## config.mk

```make
export PLATFORM = sky130hd
export DESIGN_NAME = alu_operand_sequencer_flat
export DESIGN_NICKNAME = d
export VERILOG_FILES = /design/src/rtl/alu_operand_sequencer_if.sv /design/src/rtl/alu_operand_sequencer.sv /design/src/flat_wrapper.sv
export SDC_FILE = /design/constraint.sdc
export NUM_CORES = 1
export LEC_CHECK = 0
export ABC_AREA = 1
export ABC_CLOCK_PERIOD_IN_PS = 2450
export BUFFER_PORTS_ARGS = -buffer_cell sky130_fd_sc_hd__buf_2
export CORE_MARGIN = 3
export CORE_UTILIZATION = 50
export CTS_BUF_LIST = sky130_fd_sc_hd__clkbuf_8
export CTS_CLUSTER_DIAMETER = 50
export DETAILED_ROUTE_END_ITERATION = 7
export PLACE_DENSITY = 0.66
export SYNTH_ARGS = -nofsm -noshare
export SYNTH_HDL_FRONTEND = slang
export SYNTH_SLANG_ARGS = --single-unit
```

## constraint.sdc

```tcl
create_clock -name clk -period 2.45 [get_ports clk]
set_input_delay 0.6125 -clock clk [delete_from_list [all_inputs] [get_ports clk]]
set_output_delay 0.6125 -clock clk [all_outputs]
set_load 0.05 [all_outputs]
```

## src/rtl/alu_operand_sequencer_if.sv

```systemverilog
`timescale 1ns/1ps
// Instruction handshake, ALU operand/result and retire-pulse bundle for alu_operand_sequencer.
interface alu_operand_sequencer_if;
    localparam int unsigned DATA_W  = 8;
    localparam int unsigned OP_W    = 4;
    localparam int unsigned INSTR_W = 16;

    logic               instr_valid;
    logic [INSTR_W-1:0] instr;
    logic               instr_ready;
    logic [DATA_W-1:0]  alu_a;
    logic [DATA_W-1:0]  alu_b;
    logic [OP_W-1:0]    alu_cntrl;
    logic [DATA_W-1:0]  alu_result;
    logic               done;
    logic               err;

    // master: instruction source plus the ALU returning its result
    modport master (
        output instr_valid, instr, alu_result,
        input  instr_ready, alu_a, alu_b, alu_cntrl, done, err
    );

    modport slave (
        input  instr_valid, instr, alu_result,
        output instr_ready, alu_a, alu_b, alu_cntrl, done, err
    );
endinterface

```

## src/rtl/alu_operand_sequencer.sv

```systemverilog
`timescale 1ns/1ps
// Issue/writeback stage in front of the 8-bit ALU with an 8x8 register file (r0 reads zero).
// Optional retired/illegal counters are built when OPSEQ_PERF_EN is defined.
module alu_operand_sequencer #(
    parameter int unsigned NREGS     = 8,
    parameter logic [7:0]  RESET_VAL = 8'h00
) (
    input  logic                   clk,
    input  logic                   rst_n,
    alu_operand_sequencer_if.slave bus,
    input  logic [2:0]             dbg_addr,
    output logic [7:0]             dbg_data
`ifdef OPSEQ_PERF_EN
    ,
    output logic [15:0]            retired_cnt,
    output logic [7:0]             illegal_cnt
`endif
);
    localparam int unsigned DATA_W = 8;
    localparam int unsigned AW     = 3;
    localparam int unsigned OP_W   = 4;
    localparam logic [OP_W-1:0] OP_LOADI = 4'hF;

    typedef enum logic [0:0] {
        IDLE = 1'b0,
        EXEC = 1'b1
    } state_t;

    state_t              state_q, state_d;
    logic                ready_q, ready_d;
    logic [DATA_W-1:0]   alu_a_q, alu_a_d;
    logic [DATA_W-1:0]   alu_b_q, alu_b_d;
    logic [OP_W-1:0]     alu_cntrl_q, alu_cntrl_d;
    logic [OP_W-1:0]     op_q, op_d;
    logic [AW-1:0]       rd_q, rd_d;
    logic [DATA_W-1:0]   imm_q, imm_d;
    logic                done_q, done_d;
    logic                err_q, err_d;
    logic                wr_en;
    logic [DATA_W-1:0]   wr_data;
    logic [DATA_W-1:0]   regs [NREGS];

    logic [OP_W-1:0]     f_op;
    logic [AW-1:0]       f_rd, f_rs1, f_rs2;
    logic [DATA_W-1:0]   f_imm;
    logic [DATA_W-1:0]   rs1_val, rs2_val;

    function automatic logic is_alu_op(input logic [OP_W-1:0] op);
        case (op)
            4'h0, 4'h1, 4'h2, 4'h6, 4'h8, 4'h9, 4'hA: return 1'b1;
            default:                                  return 1'b0;
        endcase
    endfunction

    assign f_op  = bus.instr[15:12];
    assign f_rd  = bus.instr[11:9];
    assign f_rs1 = bus.instr[8:6];
    assign f_rs2 = bus.instr[5:3];
    assign f_imm = bus.instr[7:0];

    // r0 is hardwired to zero on every read port
    assign rs1_val  = (f_rs1 == '0)    ? '0 : regs[f_rs1];
    assign rs2_val  = (f_rs2 == '0)    ? '0 : regs[f_rs2];
    assign dbg_data = (dbg_addr == '0) ? '0 : regs[dbg_addr];

    always_ff @(posedge clk or negedge rst_n) begin
        if (!rst_n) begin
            state_q     <= IDLE;
            ready_q     <= 1'b0;
            alu_a_q     <= '0;
            alu_b_q     <= '0;
            alu_cntrl_q <= '0;
            op_q        <= '0;
            rd_q        <= '0;
            imm_q       <= '0;
            done_q      <= 1'b0;
            err_q       <= 1'b0;
        end else begin
            state_q     <= state_d;
            ready_q     <= ready_d;
            alu_a_q     <= alu_a_d;
            alu_b_q     <= alu_b_d;
            alu_cntrl_q <= alu_cntrl_d;
            op_q        <= op_d;
            rd_q        <= rd_d;
            imm_q       <= imm_d;
            done_q      <= done_d;
            err_q       <= err_d;
        end
    end

    // Next-state, operand capture and writeback decode
    always_comb begin
        state_d     = state_q;
        alu_a_d     = alu_a_q;
        alu_b_d     = alu_b_q;
        alu_cntrl_d = alu_cntrl_q;
        op_d        = op_q;
        rd_d        = rd_q;
        imm_d       = imm_q;
        done_d      = 1'b0;
        err_d       = 1'b0;
        wr_en       = 1'b0;
        wr_data     = bus.alu_result;

        case (state_q)
            IDLE: begin
                if (bus.instr_valid && ready_q) begin
                    op_d    = f_op;
                    rd_d    = f_rd;
                    imm_d   = f_imm;
                    state_d = EXEC;
                    // LOADI and illegal ops leave the ALU inputs untouched
                    if (is_alu_op(f_op)) begin
                        alu_a_d     = rs1_val;
                        alu_b_d     = rs2_val;
                        alu_cntrl_d = f_op;
                    end
                end
            end
            EXEC: begin
                done_d  = 1'b1;
                state_d = IDLE;
                if (is_alu_op(op_q)) begin
                    wr_en   = (rd_q != '0);
                    wr_data = bus.alu_result;
                end else if (op_q == OP_LOADI) begin
                    wr_en   = (rd_q != '0);
                    wr_data = imm_q;
                end else begin
                    err_d = 1'b1;
                end
            end
            default: state_d = IDLE;
        endcase

        ready_d = (state_d == IDLE);
    end

    always_ff @(posedge clk or negedge rst_n) begin
        if (!rst_n) begin
            for (int i = 0; i < int'(NREGS); i++) begin
                regs[i] <= RESET_VAL;
            end
        end else if (wr_en) begin
            regs[rd_q] <= wr_data;
        end
    end

    assign bus.instr_ready = ready_q;
    assign bus.alu_a       = alu_a_q;
    assign bus.alu_b       = alu_b_q;
    assign bus.alu_cntrl   = alu_cntrl_q;
    assign bus.done        = done_q;
    assign bus.err         = err_q;

`ifdef OPSEQ_PERF_EN
    localparam int unsigned RET_W = 16;
    localparam int unsigned ILL_W = 8;

    logic [RET_W-1:0] retired_q;
    logic [ILL_W-1:0] illegal_q;

    // Saturating counters, updated on the same edge that raises done/err
    always_ff @(posedge clk or negedge rst_n) begin
        if (!rst_n) begin
            retired_q <= '0;
            illegal_q <= '0;
        end else begin
            if (done_d && (retired_q != '1)) begin
                retired_q <= retired_q + RET_W'(1);
            end
            if (err_d && (illegal_q != '1)) begin
                illegal_q <= illegal_q + ILL_W'(1);
            end
        end
    end

    assign retired_cnt = retired_q;
    assign illegal_cnt = illegal_q;
`endif

endmodule

```

## src/flat_wrapper.sv

```systemverilog
// flat-port wrapper written by rule: the top's interface ports become plain ports
module alu_operand_sequencer_flat 
#(
    parameter int unsigned NREGS     = 8,
    parameter logic [7:0]  RESET_VAL = 8'h00
)
  (clk, rst_n, dbg_addr, dbg_data, bus_instr_valid, bus_instr, bus_alu_result, bus_instr_ready, bus_alu_a, bus_alu_b, bus_alu_cntrl, bus_done, bus_err);
  alu_operand_sequencer_if bus_i ();
  input  logic clk;
  input  logic rst_n;
  input  logic [2:0] dbg_addr;
  output logic [7:0] dbg_data;
  input wire logic [$bits(bus_i.instr_valid)-1:0] bus_instr_valid;
  input wire logic [$bits(bus_i.instr)-1:0] bus_instr;
  input wire logic [$bits(bus_i.alu_result)-1:0] bus_alu_result;
  output wire logic [$bits(bus_i.instr_ready)-1:0] bus_instr_ready;
  output wire logic [$bits(bus_i.alu_a)-1:0] bus_alu_a;
  output wire logic [$bits(bus_i.alu_b)-1:0] bus_alu_b;
  output wire logic [$bits(bus_i.alu_cntrl)-1:0] bus_alu_cntrl;
  output wire logic [$bits(bus_i.done)-1:0] bus_done;
  output wire logic [$bits(bus_i.err)-1:0] bus_err;
  assign bus_i.instr_valid = bus_instr_valid;
  assign bus_i.instr = bus_instr;
  assign bus_i.alu_result = bus_alu_result;
  assign bus_instr_ready = bus_i.instr_ready;
  assign bus_alu_a = bus_i.alu_a;
  assign bus_alu_b = bus_i.alu_b;
  assign bus_alu_cntrl = bus_i.alu_cntrl;
  assign bus_done = bus_i.done;
  assign bus_err = bus_i.err;
  alu_operand_sequencer #(.NREGS(NREGS), .RESET_VAL(RESET_VAL)) u_core (.clk(clk), .rst_n(rst_n), .bus(bus_i), .dbg_addr(dbg_addr), .dbg_data(dbg_data));
endmodule
```

Word level (Yosys, flattened, before mapping)
Index checks and enable logic that the tools add are counted.
Word-level totals
  input port bits: 30
  word-level logic and storage cells: 86
  register bits after elaboration: 103
  output and inout bits: 31
Cells by class
  muxes and demuxes: 32
  reduce and logical (&&, ||, !) cells: 12
  equality and inequality tests: 13
  bitwise gates (word level): 6
  magnitude comparators: 5
Operators by type and width (number)
  2-to-1 mux 8 bit: 13
  binary-select mux 8 bit (select 3 bit): 3
  bitwise mux 64 bit: 1
  == test 4 bit (second input constant): 7
  demux 8 bit (select 3 bit): 1
  >= comparator 4 bit (second input constant): 4
  inverter 3 -> 4 bit: 4
  OR reduction 7 bit: 2
  2-to-1 mux 1 bit: 13
  logical NOT 3 bit: 3
  == test 4 x 1 -> 1 bit (second input constant): 2
  == test 4 x 2 -> 1 bit (second input constant): 2
  == test 4 x 3 -> 1 bit (second input constant): 2
  logical NOT 4 bit: 2
  less-than comparator 4 x 1 -> 1 bit (second input constant): 1
  AND reduction 3 bit: 1
  nonzero test 3 bit: 1
  logical AND 1 bit: 2
  inverter 1 bit: 2
  case mux 1 bit (2 select lines): 1
  AND reduction 2 bit: 1

Logic depth before layout (Yosys ltp)
  word-level depth: 7
  mapped depth: 10
  gate-level depth less buffers: 8

Worst setup path before layout
OpenSTA, ideal clock, no wires.
  path type: input to output
  from: input dbg_addr[1]
  to: output dbg_data[5]
  required time: 1.837 ns
  data arrival time: 1.776 ns
  stages: 5
  path slack: 0.061 ns
  path through: clkbuf_1 > o211ai_1 > nand3_1 > nand2_1 > nor2_1
On the way
  cells in the longest elaborated chain, start to end: 5
Ends and longest elaborated chain
  start, declared: RTL line flat_wrapper.sv:11  | input logic [2:0] dbg_addr;
  inverter 3 -> 4 bit (not written as such): RTL line alu_operand_sequencer.sv:64  | assign dbg_data = (dbg_addr == '0) ? '0 : regs[dbg_addr];
  binary-select mux 8 bit (select 3 bit): RTL line alu_operand_sequencer.sv:64
  2-to-1 mux 8 bit (not written as such) (2 in series): RTL line alu_operand_sequencer.sv:64
  2-to-1 mux 8 bit (*): RTL line alu_operand_sequencer.sv:64
  end, declared: RTL line flat_wrapper.sv:12  | output logic [7:0] dbg_data;
Every way passes the cells marked *; elsewhere a longest branch is shown, timed or not. The select of a mux whose other input is x is not followed.

Worst setup path in the final report
  from: input dbg_addr[1]
  to: output dbg_data[2]
Same word-level chain as after synthesis.

==> flow_summary_export.csv <==
group,metric,value,unit
power,share_clk_of_total_power,0.165,
clock_tree,ctsRootBufferMaster,"sky130_fd_sc_hd__clkbuf_8",
routing,wl,17910,um
final_layout,final_layout_size_suffix_gt1_frac,0.1193,
routing,top_signal_layer_used,"met4",
timing,fin_worst_skew,0.009738,ns
clock_tree,clock_latency,0.38,ns
critical_path,end_kind,"output port",
power,seq_power_share,0.406,
power,cellPowerDensity,1011,nW/um^2
synthesis,post-synth-top-area-cell,"sky130_fd_sc_hd__dfrtp_1",
critical_path,critPathLaunchType,"primary input",
timing,min_period_over_period,0.9547,
floorplanning,die_x,116.2,um
routing,ant_nets,0,
timing,shortest_clock_period_the_worst_path_allows_after_layout,2.339,ns
grt,globalRoute.totalOverflow,0,
floorplanning,dieHeight,116.2,um
grt,gr-usage-all-layers,0.2775,
critical_path,critPathCapture,"dbg_data[2]",
floorplanning,floorplan.initialDensity,0.5224,
timing,finalMaxSlewViolations,0,
synthesis,synth-edff-count,0,
placed_design,place_ws,0.1329,ns
critical_path,cp.arrival,1.73,ns
synthesis,synth_commonest_cells,"sky130_fd_sc_hd__nand2_1 (455), sky130_fd_sc_hd__nand3_1 (136), sky130_fd_sc_hd__dfrtp_1 (103)",
grt,grt_start_max_net_pins,57,
final_layout,multiInputGateArea,2972,sq um
clock_tree,clk_transition_reported_paths,0.11,ns
clock_tree,post_cts_resized,0,
synthesis,syn-mean-instance-area,6.517,sq um
routing,vias_per_cell,5.465,
timing,slew_at_the_pin_closest_to_its_max_slew_limit,0.5971,ns
routing,wl_met1,8261,um
timing,max_freq,427.5,MHz
critical_path,required,1.84,ns
synthesis,synthMostInstantiatedCell,"sky130_fd_sc_hd__nand2_1",
min_path,hold_path.class,"primary input to async pin",
clock_tree,ctsHoldBuffers,0,
critical_path,startpoint,"dbg_addr[1]",
critical_path,reg2regPathDepth,7,
timing,hold_violations,0,
synthesis,synth_cells,931,
clock_tree,cts_num_sinks,103,
placed_design,dp_hpwl,13160,um
power,internal_power,3.636,mW
synthesis,netlist_area,6067,sq um
power,vdd.ir_drop.worst,0.6034,mV
clock_tree,cts_made_buffers,9,
critical_path,critical_path.cell_chain,"buf_2 -> inv_1 -> a21oi_1 -> buf_4 -> nand2_1 -> nand2_1 -> buf_2",
grt,first_pass_grt_wire_length,29400,um
synthesis,ys_seq_area_frac,0.4248,
timing,finalSetupViolations,0,
final_layout,fill_cells,1190,
critical_path,worst-r2r-setup-slack,0.57,ns
routing,vias,6143,
power,p_comb_frac,0.429,
critical_path,timing_worst_setup_path_type,"primary input to output port",
clock_tree,cts_tree,"done",
synthesis,synth.ff_latch_count,103,
critical_path,critical_path.max_fanout,14,
routing,detailedRoute.firstIterationViolations,427,
outcome,result_of_the_run,"finished, final reports clean",
timing,finalWorstSetupSlack,0.1110,ns
synthesis,syn_nets,961,
synthesis,yosysWarningCount,0,
placed_design,place.port_buffers,60,
floorplanning,core_area,11610,sq um
routing,route.met2.wl,7829,um
critical_path,worstReg2RegStart,"u_core.op_q[1]",
floorplanning,dieArea,13490,sq um
timing,grt_setup_unrepaired,"false",
timing,tns,0,ns
routing,number_of_detailed_route_iterations_in_the_first_pass,5,
routing,met3RoutedLength,1443,um
final_layout,seqCellArea,2577,sq um
critical_path,crit_path_max_incr_delay,0.32,ns
critical_path,cp_slowest_cell,"sky130_fd_sc_hd__inv_1",
routing,detail_route.wl_per_cell,15.93,um
power,power_switching_share,0.4701,
synthesis,synthDominantCellAreaShare,0.4248,
power,cell_leakage_power,3.839,nW
clock_tree,h_tree_levels,3,
floorplanning,number_of_primary_i_o_pins,61,
synthesis,yosysUniqueCellTypes,18,
routing,route.detailed.drc,0,
synthesis,asyncSetResetFlopFracSynth,1.000,
critical_path,r2r-end,"u_core.regs[49]",
timing,relSlewSlack,0.5998,
power,p_switching,3.226,mW
final_layout,fin_nets,1006,
grt,grt_pass1_vias,5592,
synthesis,synth_flop_cell,"sky130_fd_sc_hd__dfrtp_1",
synthesis,synth.area.top_cells,"sky130_fd_sc_hd__dfrtp_1 (42%), sky130_fd_sc_hd__nand2_1 (28%), sky130_fd_sc_hd__nand3_1 (11%)",
final_layout,flow.area_growth_from_synthesis,11.86,%
grt,grt_antenna_before_repair,0,
final_layout,n_antenna_cell,0,
clock_tree,cts_setup_buffers,0,
flow_run,drv.max_cap_violation_count,0,
placed_design,gp_congestion,0.8527,
floorplanning,rows,39,
clock_tree,cts-root-to-sink-buffers,2,
sequential cells by signal, indices dropped and copies added (netlist names), 3 cells and up:
name                  cells
u_core.bus.alu_a          8
u_core.bus.alu_b          8
u_core.bus.alu_cntrl      4
u_core.imm_q              8
u_core.op_q               4
u_core.rd_q               3
u_core.regs              64
worst min-delay path by stage:
stage | start | slack [ns] | to | cells past startpoint
2_1_floorplan | rst_n | 0.32 | u_core.bus.alu_a[0] | 0
3_3_place_gp | u_core.regs[63] | 0.39 | u_core.regs[63] | 0
3_5_place_dp | u_core.regs[61] | 0.40 | u_core.regs[61] | 0
4_1_cts | rst_n | 0.18 | u_core.regs[62] | 1
5_1_grt | rst_n | 0.19 | u_core.bus.alu_b[1] | 1
6_report | rst_n | 0.17 | u_core.bus.alu_b[1] | 1
per-layer routing:
metal  GRT usage  up-vias
met3     0.05181       22
met2      0.3982      259
met1      0.4138     2860
met5           0        -
met4      0.1114        0
li1            -     3002
cells by family after synthesis:
| logic type | share of synthesized area |
|---|---|
| buf+inv | 0.08723 |
| compound gates | 0.06764 |
| flops | 0.4248 |
| simple gates | 0.4203 |
cell usage in the layout (no fill, tap or decap):
master,instances
sky130_fd_sc_hd__clkinvlp_4,2
sky130_fd_sc_hd__clkinv_1,4
sky130_fd_sc_hd__buf_4,22
sky130_fd_sc_hd__nor2_4,1
sky130_fd_sc_hd__clkbuf_8,9
sky130_fd_sc_hd__o211ai_1,4
sky130_fd_sc_hd__o21ai_0,45
sky130_fd_sc_hd__nor3_1,2
sky130_fd_sc_hd__a21oi_1,30
sky130_fd_sc_hd__a21oi_4,1
sky130_fd_sc_hd__nand3_1,136
sky130_fd_sc_hd__inv_1,77
sky130_fd_sc_hd__nor2_1,8
sky130_fd_sc_hd__dfrtp_1,103
sky130_fd_sc_hd__nand2_1,455
sky130_fd_sc_hd__nand3_2,4
sky130_fd_sc_hd__inv_2,3
sky130_fd_sc_hd__inv_8,1
sky130_fd_sc_hd__buf_12,4
sky130_fd_sc_hd__nor3_2,7
sky130_fd_sc_hd__inv_6,2
sky130_fd_sc_hd__buf_2,59
sky130_fd_sc_hd__bufinv_16,1
sky130_fd_sc_hd__clkinv_2,1
worst max-delay path, delay by kind of cell:
family	cells	cell delay (ns)
AND/OR/NAND/NOR	2	0.14
buffers and inverters	4	0.81
AO/OA/AOI/OAI	1	0.16
power groups by stage:
stage               Combinational [mW]  Clock [mW]  Sequential (mW)
floorplan                         1.73           0             3.05
global placement                  2.85           0             2.78
detailed placement                2.90           0             2.80
CTS                               2.92        1.15             2.77
global route                      3.33        1.21             2.86
finish                            2.94        1.13             2.79
per-stage QoR:
| stage | cell area (sq um) | hold WS (ns) | util | std cells | power (mW) |
|---|---|---|---|---|---|
| floorplan | 6067 | 0.3169 | - | 931 | 4.781 |
| global placement | 6584 | 0.3913 | 0.5669 | 1108 | 5.629 |
| detailed placement | 6584 | 0.4005 | 0.5669 | 1108 | 5.699 |
| CTS | 6787 | 0.1800 | 0.5844 | 1124 | 6.838 |
| global route | 6787 | 0.1856 | 0.5844 | 1124 | 7.400 |
| finish | 6787 | 0.1680 | 0.5844 | 1124 | 6.863 |
layout make-up:
type / count / share of cell area
timing repair buffer: 85 / 0.07965
clock buffer: 9 / 0.01825
tap: 143 / 0.02636
clock inverter: 7 / 0.01162
inverter: 84 / 0.04646
sequential: 103 / 0.3798
multi-input combinational: 693 / 0.4379
Note: power is estimated with default switching activity, not from simulation.
